===== src/rtl/stu_pkg.sv =====
// Shared types and constants for the serial conditional-skip test unit.
package stu_pkg;

    localparam logic [5:0] STU_SKN  = 6'b000011;
    localparam logic [5:0] STU_SKZ  = 6'b000111;
    localparam logic [5:0] STU_SKP  = 6'b001011;
    localparam logic [5:0] STU_SKNZ = 6'b001111;

    localparam logic [1:0] CI_INC_ONE = 2'b01;
    localparam logic [1:0] CI_INC_TWO = 2'b10;

    typedef enum logic [1:0] {
        ST_IDLE,
        ST_SAMPLE,
        ST_HOLD
    } state_e;

    typedef enum logic [1:0] {
        MODE_SKN,
        MODE_SKZ,
        MODE_SKP,
        MODE_SKNZ
    } mode_e;

    function automatic logic eval_test(
        input mode_e m,
        input logic  sign,
        input logic  nonzero
    );
        logic r;
        r = 1'b0;
        unique case (m)
            MODE_SKN:  r = sign;
            MODE_SKZ:  r = ~nonzero;
            MODE_SKP:  r = ~sign & nonzero;
            MODE_SKNZ: r = nonzero;
            default:   r = 1'b0;
        endcase
        return r;
    endfunction

endpackage


===== src/rtl/beat_digit_counter.sv =====
// Digit index within the current beat; flags the strobe carrying the last digit.
module beat_digit_counter #(
    parameter int LINE_LENGTH = 40
) (
    input  logic                           w_CLK,
    input  logic                           w_RESET,
    input  logic                           w_DIGIT,
    input  logic                           w_BEAT_START,
    output logic [$clog2(LINE_LENGTH)-1:0] b_COUNT,
    output logic                           w_LAST_DIGIT
);

    localparam int CW = $clog2(LINE_LENGTH);
    localparam logic [CW-1:0] LAST = CW'(LINE_LENGTH - 1);

    logic [CW-1:0] cnt_q;
    logic [CW-1:0] cnt_d;

    // cnt_d is the index of the digit presented by the current strobe
    always_comb begin
        cnt_d = cnt_q + CW'(1);
        if (w_BEAT_START) begin
            cnt_d = '0;
        end else if (cnt_q == LAST) begin
            cnt_d = '0;
        end
    end

    always_ff @(posedge w_CLK or posedge w_RESET) begin
        if (w_RESET) begin
            cnt_q <= '0;
        end else if (w_DIGIT) begin
            cnt_q <= cnt_d;
        end
    end

    assign b_COUNT      = cnt_q;
    assign w_LAST_DIGIT = w_DIGIT & (cnt_d == LAST);

endmodule


===== src/rtl/serial_test_unit.sv =====
// Conditional-skip test unit: samples the accumulator over an action beat,
// holds the verdict through the scan beat and steers the CI increment.
module serial_test_unit
    import stu_pkg::*;
#(
    parameter int LINE_LENGTH         = 40,
    parameter int INSTR_FUNCTION_BITS = 6,
    parameter logic [INSTR_FUNCTION_BITS-1:0] INST_SKN  = INSTR_FUNCTION_BITS'(STU_SKN),
    parameter logic [INSTR_FUNCTION_BITS-1:0] INST_SKZ  = INSTR_FUNCTION_BITS'(STU_SKZ),
    parameter logic [INSTR_FUNCTION_BITS-1:0] INST_SKP  = INSTR_FUNCTION_BITS'(STU_SKP),
    parameter logic [INSTR_FUNCTION_BITS-1:0] INST_SKNZ = INSTR_FUNCTION_BITS'(STU_SKNZ)
) (
    input  logic                           w_CLK,
    input  logic                           w_RESET,
    input  logic                           w_DIGIT,
    input  logic                           w_BEAT_START,
    input  logic                           w_ACTION,
    input  logic [INSTR_FUNCTION_BITS-1:0] b_FST,
    input  logic                           w_A_SERIAL,
    output logic                           w_TEST_PASS,
    output logic [1:0]                     b_CI_INC,
    output logic                           w_BUSY,
    output logic [$clog2(LINE_LENGTH)-1:0] b_DIGIT_COUNT
);

    state_e state_q, state_d;
    mode_e  mode_q, mode_d;
    logic   nz_q, nz_d;
    logic   pass_q, pass_d;

    logic   last_digit;
    logic   is_test;
    mode_e  fst_mode;
    logic   start;
    logic   nz_cur;

    beat_digit_counter #(
        .LINE_LENGTH(LINE_LENGTH)
    ) u_cnt (
        .w_CLK       (w_CLK),
        .w_RESET     (w_RESET),
        .w_DIGIT     (w_DIGIT),
        .w_BEAT_START(w_BEAT_START),
        .b_COUNT     (b_DIGIT_COUNT),
        .w_LAST_DIGIT(last_digit)
    );

    always_comb begin
        is_test  = 1'b1;
        fst_mode = MODE_SKN;
        if (b_FST == INST_SKN) begin
            fst_mode = MODE_SKN;
        end else if (b_FST == INST_SKZ) begin
            fst_mode = MODE_SKZ;
        end else if (b_FST == INST_SKP) begin
            fst_mode = MODE_SKP;
        end else if (b_FST == INST_SKNZ) begin
            fst_mode = MODE_SKNZ;
        end else begin
            is_test = 1'b0;
        end
    end

    assign start  = w_DIGIT & w_BEAT_START & w_ACTION & is_test;
    assign nz_cur = nz_q | w_A_SERIAL;

    always_comb begin
        state_d = state_q;
        mode_d  = mode_q;
        nz_d    = nz_q;
        pass_d  = pass_q;
        unique case (state_q)
            ST_IDLE: begin
                if (start) begin
                    state_d = ST_SAMPLE;
                    mode_d  = fst_mode;
                    nz_d    = w_A_SERIAL;
                end
            end
            ST_SAMPLE: begin
                if (w_DIGIT) begin
                    if (w_BEAT_START) begin
                        // a new beat before the sign digit discards the partial test
                        pass_d  = 1'b0;
                        state_d = start ? ST_SAMPLE : ST_IDLE;
                        mode_d  = start ? fst_mode : mode_q;
                        nz_d    = start ? w_A_SERIAL : 1'b0;
                    end else begin
                        nz_d = nz_cur;
                        if (last_digit) begin
                            pass_d  = eval_test(mode_q, w_A_SERIAL, nz_cur);
                            state_d = ST_HOLD;
                        end
                    end
                end
            end
            ST_HOLD: begin
                if (w_DIGIT) begin
                    if (w_BEAT_START & w_ACTION) begin
                        pass_d  = 1'b0;
                        state_d = start ? ST_SAMPLE : ST_IDLE;
                        mode_d  = start ? fst_mode : mode_q;
                        nz_d    = start ? w_A_SERIAL : 1'b0;
                    end else if (last_digit & ~w_ACTION) begin
                        pass_d  = 1'b0;
                        state_d = ST_IDLE;
                    end
                end
            end
            default: begin
                state_d = ST_IDLE;
                pass_d  = 1'b0;
            end
        endcase
    end

    always_ff @(posedge w_CLK or posedge w_RESET) begin
        if (w_RESET) begin
            state_q <= ST_IDLE;
            mode_q  <= MODE_SKN;
            nz_q    <= 1'b0;
            pass_q  <= 1'b0;
        end else begin
            state_q <= state_d;
            mode_q  <= mode_d;
            nz_q    <= nz_d;
            pass_q  <= pass_d;
        end
    end

    assign w_TEST_PASS = pass_q;
    assign b_CI_INC    = pass_q ? CI_INC_TWO : CI_INC_ONE;
    assign w_BUSY      = (state_q != ST_IDLE);

endmodule


===== config.mk =====
export PLATFORM = sky130hd
export DESIGN_NAME = serial_test_unit
export DESIGN_NICKNAME = d
export VERILOG_FILES = /design/src/rtl/stu_pkg.sv /design/src/rtl/beat_digit_counter.sv /design/src/rtl/serial_test_unit.sv
export SDC_FILE = /design/constraint.sdc
export NUM_CORES = 1
export LEC_CHECK = 0
export BUFFER_PORTS_ARGS = -buffer_cell sky130_fd_sc_hd__buf_4
export CORE_MARGIN = 2
export CORE_UTILIZATION = 55
export CTS_CLUSTER_DIAMETER = 30
export DETAILED_ROUTE_END_ITERATION = 6
export GPL_TIMING_DRIVEN = 1
export PLACE_DENSITY = 0.78
export RECOVER_POWER = 25
export SYNTH_ARGS = -nofsm -noshare
export SYNTH_HDL_FRONTEND = slang
export SYNTH_SLANG_ARGS = --single-unit

===== constraint.sdc =====
create_clock -name w_CLK -period 6 [get_ports w_CLK]
set_clock_uncertainty 0.1 [all_clocks]
set_input_delay 0.6 -clock w_CLK [delete_from_list [all_inputs] [get_ports w_CLK]]
set_output_delay 0.6 -clock w_CLK [all_outputs]
set_load 0.005 [all_outputs]

After elaboration in Yosys (flattened, before gate mapping)
Index checks and enable logic that the tools add are counted.

word-level totals
  bits in registers = 12
  word-level logic and storage cells = 85
  output and inout bits = 10
  input bits = 12

operators by class
  multiplexer cells = 41
  bitwise logic cells = 12
  reductions and logical operators = 8
  equal/unequal tests = 18
  add/sub/neg operators = 1

operators with widths
  kind                                                             count
  2-bit two-way mux                                                17
  5-bit AND reduction                                              4
  1-bit two-way mux                                                17
  6-bit by 4-bit == test with 1-bit output, second input constant  2
  6-bit == test, second input constant                             2
  6-bit two-way mux                                                2
  2-bit one-hot mux with 3 select lines                            2
  2-bit inequality test, second input constant                     5
  1-bit AND                                                        7
  6-bit by 1-bit adder with 6-bit output, second input constant    1
  2-bit == test, second input constant                             3
  6-bit by 2-bit == test with 1-bit output, second input constant  1
  6-bit by 3-bit == test with 1-bit output, second input constant  1
  3-bit inequality test, second input constant                     2
  1-bit one-hot mux with 3 select lines                            2
  2-bit by 1-bit == test with 1-bit output, second input constant  2
  2-bit zero test                                                  2
  1-bit inverter                                                   4
  1-bit one-hot mux with 4 select lines                            1
  3-bit nonzero test                                               1
  2-bit nonzero test                                               1
  1-bit bitwise OR                                                 1

Logic depth before layout (Yosys ltp)
Gate-level depths: netlist of the first run.

  depth after elaboration = 10
  gate-level depth with buffers = 7
  mapped depth without buffers = 7

Modules after synthesis
Synthesis of the first run repeated with hierarchy kept, for this count alone.

unflattened totals
  cell total of the unflattened synthesis = 97
  area total of the unflattened synthesis = 947.2 µm²

modules (own cells, without submodules)
  module              instances  seq. area each (µm²)  area each (µm²)  cells an instance
  serial_test_unit    1          150.1                 546.8            56
  beat_digit_counter  1          150.1                 400.4            41

Worst setup path after synthesis of the first run
OpenSTA, ideal clock, no wires.

  kind = register to register
  start = register u_cnt.cnt_q[0] (netlist: u_cnt.b_COUNT[0])
  end = register pass_q (netlist: w_TEST_PASS)
  period minus slack after synthesis = 2.065 ns
  data required time = 5.774 ns
  slack = 3.935 ns
  path buffers = 0
  cell stages (with the launch flop) = 7
  data arrival time = 1.839 ns
  library setup time = 0.126 ns
  cell sequence = dfrtp_1 > ha_1 > nand4bb_1 > or4_4 > nor2_1 > o211ai_1 > a221o_1

on the way
  cells in the longest elaborated chain, start to end = 8
  elaborated cells on any way between the ends = 10
  those cells by class = add/sub (1); eq/ne (4); mux (2); bitwise (2); reduce/logical (1)

ends and longest elaborated chain
  what                                                                     RTL line                                            text
  start, declared                                                          beat_digit_counter.sv:16                            logic [CW-1:0] cnt_q;
  start signal, assigned                                                   beat_digit_counter.sv:33                            cnt_q <= cnt_d;
  6-bit by 1-bit adder with 6-bit output or 6-bit == test (tied branches)  beat_digit_counter.sv:21, beat_digit_counter.sv:24
  6-bit two-way mux *                                                      beat_digit_counter.sv:24                            end else if (cnt_q == LAST) begin
  6-bit two-way mux *                                                      beat_digit_counter.sv:22                            if (w_BEAT_START) begin
  6-bit == test *                                                          beat_digit_counter.sv:38                            assign w_LAST_DIGIT = w_DIGIT & (cnt_d == LAST);
  1-bit AND *                                                              beat_digit_counter.sv:38
  1-bit AND                                                                serial_test_unit.sv:104                             end else if (last_digit & ~w_ACTION) begin
  3-bit inequality test (no line)                                          n/a
  5-bit AND reduction (no line) *                                          n/a
  end signal, assigned                                                     serial_test_unit.sv:127                             pass_q <= pass_d;
  end, declared                                                            serial_test_unit.sv:29                              logic pass_q, pass_d;

Mark *: on every way between the ends. The rest lies on a longest branch, timed or not.
A chain may end at the register's enable or synchronous reset.

Worst setup path after layout of the first run
  start = register u_cnt.cnt_q[0] (netlist: u_cnt.b_COUNT[0])
  end = register state_q[1]

on the way
  cells in the longest elaborated chain, start to end = 8
  elaborated cells on any way between the ends = 10
  those cells by class = add/sub (1); eq/ne (4); mux (2); bitwise (2); reduce/logical (1)

ends and longest elaborated chain
  what                                                                     RTL line                                            text
  6-bit by 1-bit adder with 6-bit output or 6-bit == test (tied branches)  beat_digit_counter.sv:21, beat_digit_counter.sv:24
  6-bit two-way mux *                                                      beat_digit_counter.sv:24
  6-bit two-way mux *                                                      beat_digit_counter.sv:22
  6-bit == test *                                                          beat_digit_counter.sv:38
  1-bit AND *                                                              beat_digit_counter.sv:38
  1-bit AND                                                                serial_test_unit.sv:104
  3-bit inequality test (no line)                                          n/a
  5-bit AND reduction (no line) *                                          n/a
  end signal, assigned                                                     serial_test_unit.sv:124                             state_q <= state_d;
  end, declared                                                            serial_test_unit.sv:26                              state_e state_q, state_d;

Marks and branches as above.

==> impl_metrics.csv, run 1 <==
group,metric,value,unit
logic_synthesis,synth_common_cells,"12 x dfrtp_1, 11 x nor2_1, 9 x nand2_1",
die,pin_count,22,
global_routing,grt_max_degree,16,
final_layout,seq_area,300.3,µm²
clocking,htree_levels,1,
timing,setup_tns,0,ns
global_routing,top_usage_layer,"met2",
timing,fin_crit_sh,36.32,%
clocking,clock_path_buffers,2,
timing,hold_viol,0,
place,port_buffers,21,
logic_synthesis,synth.yosys.seq_area_share,34.83,%
logic_synthesis,syn_area_per_cell,9.270,µm²
die,num_rows,14,
outcome,status,"finished, final reports clean",
detailed_routing,dr.first_iter.drc_count,15,
timing,finalWorstPathRequiredPeriod,2.179,ns
detailed_routing,viasPerCell,5.924,
clocking,clkTransAtPathRegs,0.08,ns
timing,slew_headroom,69.21,%
final_layout,synthToLayoutAreaGrowth,21.92,%
global_routing,grt.total_usage,20.36,%
worst_setup_path,cp.arrival,2.25,ns
timing,rsz0062_at_grt,"no",
power_and_ir_drop,powerDensity,281.8,nW/µm²
detailed_routing,drt_first_pass_iters,4,
place,dp.cells,128,
die,die_h,43.59,µm
clocking,cts_buffers,3,
global_routing,antenna_found_initial,0,
final_layout,fin_nets,134,
timing,fin_ws,3.821,ns
worst_setup_path,path_max_fanout,5,
logic_synthesis,yosysTopAreaCell,"dfrtp_1",
detailed_routing,via_count,776,
global_routing,grt_pass1_wl,2904,µm
logic_synthesis,yosysWarnings,0,
power_and_ir_drop,p_leak,0.4985,nW
clocking,post_cts_resized,0,
run,cap_violations,0,
die,dieArea,1900,µm²
clocking,insertion_delay,0.28,ns
worst_hold_path,min_path_type,"primary input to async pin",
timing,timing.fmax,458.8,MHz
logic_synthesis,synth_cell_types,35,
clocking,numClockSinks,12,
logic_synthesis,syn_area,862.1,µm²
place,pre_cts_slack,3.773,ns
detailed_routing,ant_nets,0,
detailed_routing,drc,0,
clocking,root_buffer,"clkbuf_4",
place,place_hpwl,1384,µm
timing,setup_viol,0,
die,core-area,1489,µm²
final_layout,insertedDiodeCount,0,
global_routing,grt_use_met1,28.23,%
global_routing,grt_pass1_vias,681,
logic_synthesis,yosysTopAreaCellShare,34.83,%
final_layout,fillerInstances,122,
die,die_x,43.59,µm
place,gp_congestion,0.7885,
logic_synthesis,ys.flop_type,"dfrtp_1",
detailed_routing,wl_per_cell,13.62,µm
clocking,cts_tree,"built",
timing,worstMarginPinSlew,0.4613,ns
global_routing,gr-usage-met2,30.88,%
logic_synthesis,syn-num-nets,110,
logic_synthesis,yosysMostFrequentCell,"dfrtp_1",
detailed_routing,routed_wl,1784,µm
worst_setup_path,cp.required,6.07,ns
final_layout,finalNonFillerCells,131,
worst_setup_path,endpoint_kind,"flop",
logic_synthesis,ys_async_sr_fraction,100.0,%
clocking,hold_buffers,0,
global_routing,gr-usage-met3,2.500,%
final_layout,layout-drive-gt1-share,28.70,%
final_layout,fin_util,70.59,%
global_routing,grt_overflow_total,0,
worst_setup_path,cp-start-kind,"flop",
power_and_ir_drop,peakVddDrop,198.7,µV
logic_synthesis,synth-edff-count,0,
logic_synthesis,synth_cells,93,
logic_synthesis,ys_ff_latch,12,
logic_synthesis,netlist_top_cells_area,"dfrtp_1 35%, ha_1 7.3%, a2111oi_4 6.4%",
worst_setup_path,critPathKind,"flop to flop",
timing,slew_violations,0,
final_layout,multiInputGateArea,520.5,µm²
clocking,cts_setup_buffers,0,
die,start_util,57.90,%
[metrics by stage]
stage	hold WS [ns]	instance area (µm²)	power (mW)
after global routing	0.2745	1051	0.3178
after global placement	0.4387	1028	0.2430
after CTS	0.2474	1051	0.2980
after detailed placement	0.4449	1028	0.2467
after floorplan	0.3647	862.1	0.2032
final	0.2262	1051	0.2962
[area by class of cell]
cell class | instances | area share (%)
Timing Repair Buffer | 21 | 15.00
Clock buffer | 3 | 2.143
Sequential cell | 12 | 28.57
Multi-Input combinational cell | 71 | 49.52
Tap cell | 16 | 1.905
Inverter | 8 | 2.857
[critical path, cell delays in order, from the launching register on]
cell       delay [ns]
dfrtp_1          0.44
ha_1             0.33
nand4bb_1        0.10
or4_4            0.52
nor2_1           0.11
o211ai_1         0.16
a211o_1          0.32
[state kept, by name (all words and copies together), names as in the netlist]
name	cells
w_TEST_PASS	1
u_cnt.b_COUNT	6
mode_q	2
state_q	2
nz_q	1
[cells in the final DEF (no fill, tap or decap), types with 2 or more instances in the layout]
cell and instances:
nand3_1 4, ha_1 5, xnor2_1 2, a21oi_1 3, and3_1 2, a2111oi_4 2, o21ai_0 6, a21bo_2 2
clkbuf_4 4, inv_1 8, nor2_1 11, dfrtp_1 12, o211ai_1 3, nand2_1 9, mux2_2 2, buf_4 20
or4_4 2
[where the power goes]
group / internal [mW] / total (mW) / switching, mW
combinational: 0.0672 / 0.134 / 0.0664
sequential: 0.0962 / 0.112 / 0.0156
clock: 0.0233 / 0.0507 / 0.0275
total: 0.187 / 0.296 / 0.110
[per-layer routing]
| layer | vias up | part of all wire, % |
|---|---|---|
| met1 | 362 | 47 |
| li1 | 387 | - |
| met3 | 5 | 5.0 |
| met5 | - | 0 |
| met2 | 22 | 46 |
| met4 | 0 | 2.1 |
[worst paths after layout]
check                                                  start                           end  slack [ns]  cells past startpoint
worst min register to register         mode_q[0]$_DFFE_PP0P_         mode_q[0]$_DFFE_PP0P_        0.46                      1
worst max register to register  u_cnt.b_COUNT[0]$_DFFE_PP0P_        state_q[1]$_DFFE_PP0P_        3.82                      6
max in group asynchronous                            w_RESET  u_cnt.b_COUNT[0]$_DFFE_PP0P_        5.25                      2
worst max-delay path            u_cnt.b_COUNT[0]$_DFFE_PP0P_        state_q[1]$_DFFE_PP0P_        3.82                      6
min in group w_CLK                                  b_FST[3]         mode_q[1]$_DFFE_PP0P_        0.45                      2
worst min-delay path                                 w_RESET         mode_q[1]$_DFFE_PP0P_        0.23                      2
[logic make-up (layout without fill, tap and decap cells)]
group / after synthesis / count (layout) / synth area share (%)
xor+xnor: 2 / 2 / 2.032
fa+ha+maj: 5 / 5 / 7.257
simple gates: 36 / 36 / 22.21
buf+inv: 10 / 32 / 4.790
compound gates: 25 / 25 / 25.11
mux: 3 / 3 / 3.773
flops: 12 / 12 / 34.83
No activity file was read; power rests on OpenSTA's default activity.
==> run 2, diff against run 1 <==
- CORE_UTILIZATION: 55 -> 46
- PLACE_DENSITY: 0.78 -> 0.7
- clock period: 6 -> 2 ns (I/O delays scaled with it)
==> impl_metrics.csv, run 2 (synthesized netlist as in run 1, its figures left out) <==
group,metric,value,unit
global_routing,grt_overflow_total,0,
timing,worstMarginPinSlew,0.4885,ns
die,die_x,47.29,µm
timing,hold_viol,0,
place,place_hpwl,1592,µm
detailed_routing,drc,0,
worst_setup_path,startpoint,"u_cnt.b_COUNT[0]$_DFFE_PP0P_",
timing,slew_violations,0,
die,pin_count,22,
die,die_h,47.29,µm
worst_setup_path,path_max_fanout,3,
worst_hold_path,worstHoldStart,"b_FST[3]",
final_layout,insertedDiodeCount,0,
worst_setup_path,critPathKind,"flop to flop",
global_routing,antenna_found_initial,0,
final_layout,layout-drive-gt1-share,33.06,%
timing,fin_ws,-0.1040,ns
final_layout,post-route-cell-area,1139,µm²
clocking,root_buffer,"clkbuf_4",
clocking,clock_path_buffers,2,
worst_hold_path,min_path_type,"primary input to flop",
die,dieArea,2236,µm²
place,gp_congestion,0.8525,
clocking,cts_tree,"built",
detailed_routing,wl_per_cell,13.50,µm
worst_setup_path,endpoint_kind,"flop",
clocking,clkTransAtPathRegs,0.08,ns
worst_setup_path,cp.required,2.06,ns
detailed_routing,routed_wl,2012,µm
clocking,insertion_delay,0.27,ns
final_layout,synthToLayoutAreaGrowth,32.08,%
die,core-area,1745,µm²
timing,setup_viol,3,
timing,timing.fmax,475.3,MHz
timing,slew_headroom,67.39,%
final_layout,final_cell_mix,"27 x buf_4, 12 x dfrtp_1, 11 x nor2_1",
detailed_routing,ant_nets,0,
global_routing,grt.total_usage,21.18,%
power_and_ir_drop,power.total,976.2,µW
place,dp.cells,143,
timing,finalWorstPathRequiredPeriod,2.104,ns
clocking,cts_buffers,3,
timing,rsz0062_at_grt,"yes",
final_layout,largest_reg_flops,6,
die,num_rows,15,
place,post_dp_cell_area,1085,µm²
run,cap_violations,0,
outcome,violations,"setup timing",
worst_setup_path,r2r-start,"u_cnt.b_COUNT[0]$_DFFE_PP0P_",
detailed_routing,drt_first_pass_iters,4,
worst_setup_path,cp.arrival,2.16,ns
global_routing,grt_pass1_vias,752,
clocking,numClockSinks,12,
final_layout,finalNonFillerCells,149,
place,port_buffers,21,
detailed_routing,via_count,799,
final_layout,layout_commonest_cell,"buf_4",
detailed_routing,dr.first_iter.drc_count,18,
die,start_util,49.39,%
detailed_routing,viasPerCell,5.362,
worst_setup_path,cp-start-kind,"flop",
timing,fin_crit_sh,105.2,%
timing,whs,0.05888,ns
final_layout,fin_nets,142,
clocking,htree_levels,1,
power_and_ir_drop,peakVddDrop,575.2,µV
global_routing,grt_pass1_wl,3270,µm
global_routing,grt_max_degree,16,
outcome,status,"complete, but fails checks",
power_and_ir_drop,powerDensity,857.4,nW/µm²
power_and_ir_drop,p_leak,0.5476,nW
final_layout,fin_util,65.23,%
==> run 2: changes by cell type in the layout (fill, tap and decap cells not counted), sizes merged <==
cell,delta
buf,+7
clkbuf,+1
dlygate4sd3,+1
==> run 2: timing repair <==
action / 4_1_cts / 5_1_grt
resized for setup: 0 / 0
setup endpoints to repair: 2 / 3
setup buffers: 0 / 1
pin swaps: 2 / 0
hold endpoints to repair: 12 / 0
hold buffers: 1 / 0
==> run 2: cell type report <==
class,instances,area (µm²)
sequential,12,300.3
timing repair buffer,29,220.2
multi-input combinational,71,520.5
tap,25,31.28
clock buffer,4,36.28
fill,161,606.8
inverter,8,30.03
==> run 2: path summary, 6_finish.rpt <==
path | to | slack (ns) | cells after the start
setup / recovery | state_q[0]$_DFFE_PP0P_ | -0.10 | 7
max in group asynchronous | u_cnt.b_COUNT[4]$_DFFE_PP0P_ | 1.07 | 3
min in group asynchronous | u_cnt.b_COUNT[2]$_DFFE_PP0P_ | 0.39 | 3
setup reg to reg | state_q[0]$_DFFE_PP0P_ | -0.10 | 7
hold / removal | mode_q[1]$_DFFE_PP0P_ | 0.06 | 2
hold reg to reg | mode_q[0]$_DFFE_PP0P_ | 0.46 | 1
==> run 2: critical path: stages (launching register included) <==
cell and delay, ns:
dfrtp_1 0.39, ha_1 0.29, nand4bb_1 0.10, or4_4 0.52, nand3b_1 0.10, o211ai_1 0.15, buf_4 0.17, o22a_1 0.16
==> run 2: per-layer routing <==
layer | wire length (µm) | vias to the layer above | global-route usage [%] | share of wire (%)
li1 | - | 402 | - | -
met1 | 984 | 373 | 30.59 | 49
met2 | 925 | 22 | 31.35 | 46
met3 | 84 | 2 | 3.462 | 4.2
met4 | 18 | 0 | 8.333 | 0.89
met5 | 0 | - | 0 | 0
==> run 2: metrics by stage <==
step / setup TNS, ns / setup WS [ns]
3_5_place_dp: -0.1567 / -0.08154
4_1_cts: -0.1818 / -0.1036
2_1_floorplan: -0.09354 / -0.04793
6_report: -0.2873 / -0.1040
3_3_place_gp: -0.04549 / -0.02450
5_1_grt: -0.5101 / -0.1843
==> run 2: report_power, final <==
part | total (mW) | internal (mW) | leakage (nW) | switching [mW]
Clock | 0.195 | 0.111 | 0.0210 | 0.0846
Combinational | 0.449 | 0.230 | 0.366 | 0.219
Sequential | 0.332 | 0.289 | 0.161 | 0.0435
